## src/rtl/run_checker_pkg.sv

```systemverilog
// Shared types and default widths for the run_checker block.
// Holds the controller state encoding, the result code encoding and the
// default parameter values used by run_checker and run_watchdog.
package run_checker_pkg;

   localparam int unsigned DEF_DATA_W   = 8;
   localparam int unsigned DEF_ADDR_W   = 16;
   localparam int unsigned DEF_NUM_REGS = 4;
   localparam int unsigned DEF_FLAG_W   = 5;
   localparam int unsigned DEF_CNT_W    = 20;

   typedef enum logic [2:0] {
      ST_IDLE  = 3'd0,
      ST_LOAD  = 3'd1,
      ST_RUN   = 3'd2,
      ST_CHECK = 3'd3,
      ST_DONE  = 3'd4
   } state_t;

   typedef enum logic [1:0] {
      FC_OK       = 2'd0,
      FC_TIMEOUT  = 2'd1,
      FC_MISMATCH = 2'd2,
      FC_LOAD_OVF = 2'd3
   } fail_code_t;

endpackage

```

## src/rtl/run_watchdog.sv

```systemverilog
// Run cycle counter with watchdog compare.
// Ports:
//   clk_i, rst_i   clock, async active-high reset
//   en_i           count enable; counter is held at zero while low
//   timeout_i      watchdog limit, 0 disables the watchdog
//   count_o        current cycle count, saturates at all-ones
//   expired_o      combinational: enabled, limit nonzero and count == limit
module run_watchdog
   import run_checker_pkg::*;
#(
   parameter int unsigned CNT_W = DEF_CNT_W
) (
   input  logic             clk_i,
   input  logic             rst_i,
   input  logic             en_i,
   input  logic [CNT_W-1:0] timeout_i,
   output logic [CNT_W-1:0] count_o,
   output logic             expired_o
);

   // Counter restarts from zero each time the enable window opens
   always_ff @(posedge clk_i or posedge rst_i) begin
      if (rst_i) begin
         count_o <= '0;
      end else if (!en_i) begin
         count_o <= '0;
      end else if (count_o != '1) begin
         count_o <= count_o + CNT_W'(1);
      end
   end

   assign expired_o = en_i && (timeout_i != '0) && (count_o == timeout_i);

endmodule

```

## config.mk

```make
export PLATFORM = sky130hd
export DESIGN_NAME = run_watchdog
export DESIGN_NICKNAME = d
export VERILOG_FILES = /design/src/rtl/run_checker_pkg.sv /design/src/rtl/run_watchdog.sv
export SDC_FILE = /design/constraint.sdc
export NUM_CORES = 1
export LEC_CHECK = 0
export ABC_AREA = 1
export CAP_MARGIN = 10
export CORE_MARGIN = 4
export CORE_UTILIZATION = 33
export CTS_CLUSTER_SIZE = 24
export DETAILED_ROUTE_END_ITERATION = 12
export GPL_TIMING_DRIVEN = 0
export PLACE_DENSITY = 0.65
export SYNTH_ARGS = -nofsm -noshare
export SYNTH_HDL_FRONTEND = slang
export SYNTH_SLANG_ARGS = --single-unit
```

## constraint.sdc

```tcl
create_clock -name clk_i -period 3.84 [get_ports clk_i]
set_input_delay 0.768 -clock clk_i [delete_from_list [all_inputs] [get_ports clk_i]]
set_output_delay 0.768 -clock clk_i [all_outputs]
set_load 0.01 [all_outputs]
```

==> results_tabular.tex <==
\begin{tabular}{lr}
\hline
Metric & Value \\
\hline
\multicolumn{2}{l}{\textbf{Clock tree}} \\
Postcts setup bufs & 0 \\
Number of CTS-inserted buffers & 3 \\
Clock latency at the later pin of the worst-skew pair & 260 ps \\
CTS sink cnt & 20 \\
Deepest level of the CTS H-tree & 1 \\
Hold buffers post-CTS & 0 \\
Root cell of the clock tree & sky130\_fd\_sc\_hd\_\_clkbuf\_8 \\
Maximum root-to-sink buffer count & 2 \\
Clock tree from TritonCTS & yes \\
Clock-pin slew on the worst setup and hold paths & 70 ps \\
Resized cells post-CTS & 0 \\
\multicolumn{2}{l}{\textbf{Placement}} \\
Buffers added on ports & 42 \\
Global placer's final weighted congestion & 0.849 \\
Number of instances in the placed design & 364 \\
Place WS & 613 ps \\
Half-perimeter wire length after detailed placement & 3960 um \\
DP Area & 0.00210 mm\^{}2 \\
\multicolumn{2}{l}{\textbf{Finish}} \\
Max reg flops & 20 \\
Final core utilization & 45.7\% \\
ANT cells & 0 \\
Final instance area & 0.00216 mm\^{}2 \\
Area growth from synthesis to layout & 34.9\% \\
Fraction of layout instances using a drive strength above 1 & 7.31\% \\
Multi-input gate area & 982 um\^{}2 \\
Count of placed standard cells in the final layout, fillers left out & 368 \\
Filler cells & 497 \\
Sequential cell area & 500 um\^{}2 \\
Number of nets in the layout & 326 \\
Largest registers ranked by flip-flop count & count\_o x20 \\
Largest Register & count\_o \\
\multicolumn{2}{l}{\textbf{Drt}} \\
Antenna violation net count after detailed routing & 0 \\
First drt pass iteration count & 4 \\
DRC violation count after routing & 0 \\
Vias per inst & 4.82 \\
Average wire length per cell after detail routing & 13.8 um \\
Number of DRC markers after the initial detailed-route iteration & 93 \\
Routed Wire Length & 5070 um \\
Count of vias placed by the detailed router & 1772 \\
\multicolumn{2}{l}{\textbf{Pwr}} \\
Worst ir drop on vdd & 115 uV \\
Total power draw & 0.448 mW \\
Pwr per Cell Area & 207 mW/mm\^{}2 \\
Leak pwr & 0.980 nW \\
\multicolumn{2}{l}{\textbf{Timing}} \\
Final worst path period share & 84.0\% \\
Min Tclk post-route & 3230 ps \\
Worst setup skew after layout & 2.62 ps \\
RSZ-0062 raised after global routing & false \\
Slew of the pin with the lowest slew margin & 780 ps \\
Setup TNS & 0 ps \\
Final worst slack & 614 ps \\
Worst Hold Margin & 616 ps \\
Fmax & 310 MHz \\
Number of hold violations in the final report & 0 \\
Final count of negative-setup-slack endpoints & 0 \\
Final number of max-transition violations & 0 \\
Remaining max-slew budget at the tightest pin & 48.0\% \\
\multicolumn{2}{l}{\textbf{Logic synthesis}} \\
Net Count, Synth & 279 \\
Proportion of netlist area held by the largest area contributor & 31.3\% \\
Post-synthesis area per instance & 6.28 um\^{}2 \\
Sequential cell area fraction in the yosys report & 31.3\% \\
Netlist cell types & 25 \\
Largest area contributor in the netlist & sky130\_fd\_sc\_hd\_\_dfrtp\_1 \\
Cells after Synth & 255 \\
Number of synthesis warnings & 0 \\
Post-synthesis sequential element count & 20 \\
Cells taking the most area after synthesis & sky130\_fd\_sc\_hd\_\_dfrtp\_1 31\%, sky130\_fd\_sc\_hd\_\_nand2\_1 20\%, sky130\_fd\_sc\_hd\_\_nor2\_1 9.1\% \\
Post-synthesis cell area & 0.00160 mm\^{}2 \\
\multicolumn{2}{l}{\textbf{Die}} \\
Die Span Y & 77.6 um \\
Area of the die & 0.00603 mm\^{}2 \\
Die Span X & 77.6 um \\
Starting utilization of the core area & 33.9\% \\
Boundary pin count & 44 \\
Site Rows & 25 \\
Area of the core & 0.00472 mm\^{}2 \\
\multicolumn{2}{l}{\textbf{Setup path}} \\
Worst-path maximum fanout & 2 \\
Required time of the critical path & 3070 ps \\
Worst Setup EP & expired\_o \\
Classification of the worst setup path & input pin to output pin \\
Critical path data arrival time & 2460 ps \\
Critical path endpoint category & output pin \\
R2r worst-path depth & 8 \\
Endpoint of the worst-slack reg-to-reg timing path & count\_o[13]\$\_DFFE\_PP0P\_ \\
Flop2flop setup slack & 1970 ps \\
Kind of start point of the critical path & input pin \\
Reg2Reg Launch Point & count\_o[0]\$\_DFFE\_PP0P\_ \\
Critical path launch point & timeout\_i[1] \\
\multicolumn{2}{l}{\textbf{Global routing}} \\
Largest net degree at the start of global routing & 21 \\
Layer with the highest usage after global routing & met2 \\
Met3 routing resource usage after global routing & 3.48\% \\
Global-route met2 utilization & 28.6\% \\
Overall Global Routing Usage & 17.4\% \\
Antenna violations before repair & 0 \\
Total congestion overflow & 0 \\
Vias in the first global route & 1778 \\
Wire length of the first global-routing pass & 8390 um \\
Met1 Track Usage GR & 22.4\% \\
\multicolumn{2}{l}{\textbf{Hold path}} \\
Worst min-delay path class & flop to flop \\
Number of cells on the worst hold path & 3 \\
\multicolumn{2}{l}{\textbf{Status}} \\
Result of the run & finished clean \\
\multicolumn{2}{l}{\textbf{Flow run}} \\
Max-cap check violation count & 0 \\
\hline
\end{tabular}
==> layout make-up <==
| class | instances | area share, % |
|---|---|---|
| multi-input cells | 206 | 45.5 |
| inverters | 25 | 4.35 |
| clock buffers | 4 | 2.55 |
| repair buffers | 42 | 19.5 |
| well taps | 67 | 3.88 |
| flip-flops and latches | 20 | 23.2 |
| plain buffers | 4 | 1.10 |
==> placed cells by master (no fill, tap or decap), drive strengths merged, types with 3 or more instances in the layout <==
cell / Yosys / routed
o21ai: 17 / 17
or2: 4 / 4
xnor2: 3 / 3
clkdlybuf4s50: 0 / 42
o21bai: 3 / 3
xor2: 3 / 3
dfrtp: 20 / 20
inv: 25 / 25
nand4: 9 / 9
nand3: 31 / 31
clkbuf: 1 / 5
nand2: 89 / 89
nor2: 43 / 43
buf: 3 / 3
==> synthesized netlist by cell type (all sizes together) <==
master  number
or2          4
xnor2        3
a21oi        1
o21ai       17
nor2        43
inv         25
clkbuf       1
nand2       89
buf          3
nor4         1
nand4        9
xor2         3
o21bai       3
dfrtp       20
nand3       31
ha           1
and2         1
==> power by group <==
group          total (mW)  leakage (nW)  internal (mW)  switching [mW]
clock               0.163        0.0288         0.0912          0.0713
combinational      0.0673         0.674         0.0349          0.0325
sequential          0.218         0.277          0.213         0.00526
==> per-layer routing <==
layer	vias up	share of wire [%]
met5	-	0
met4	0	1.7
met2	58	46
met1	797	45
li1	909	-
met3	8	6.9
==> critical path: stages <==
cell and delay (ps):
sky130_fd_sc_hd__clkdlybuf4s50_1 490, sky130_fd_sc_hd__inv_1 60, sky130_fd_sc_hd__nand2_1 50, sky130_fd_sc_hd__nand2_1 50, sky130_fd_sc_hd__nor2_1 150, sky130_fd_sc_hd__nand2_1 70
sky130_fd_sc_hd__nor2_1 110, sky130_fd_sc_hd__nand2_1 70, sky130_fd_sc_hd__nor2_1 110, sky130_fd_sc_hd__clkdlybuf4s50_1 540
==> worst min path at each step <==
stage                                   end  slack, ps                    start
floorplan           count_o[16]$_DFFE_PP0P_        590  count_o[16]$_DFFE_PP0P_
global placement     count_o[5]$_DFFE_PP0P_        600   count_o[5]$_DFFE_PP0P_
detailed placement   count_o[5]$_DFFE_PP0P_        610   count_o[5]$_DFFE_PP0P_
CTS                  count_o[5]$_DFFE_PP0P_        620   count_o[5]$_DFFE_PP0P_
global route        count_o[16]$_DFFE_PP0P_        680  count_o[16]$_DFFE_PP0P_
finish               count_o[5]$_DFFE_PP0P_        620   count_o[5]$_DFFE_PP0P_
==> cell families (layout without fill, tap and decap cells) <==
kind of cell	after synthesis	after routing	share of synthesized area (%)
XOR/XNOR	6	6	3.28
buffers and inverters	29	75	7.35
adder cells (fa/ha/maj)	1	1	0.782
flip-flops	20	20	31.3
AND/OR/NAND/NOR	178	178	50.3
AO/OA/AOI/OAI	21	21	7.04
Power figures use the tool's default switching activity.
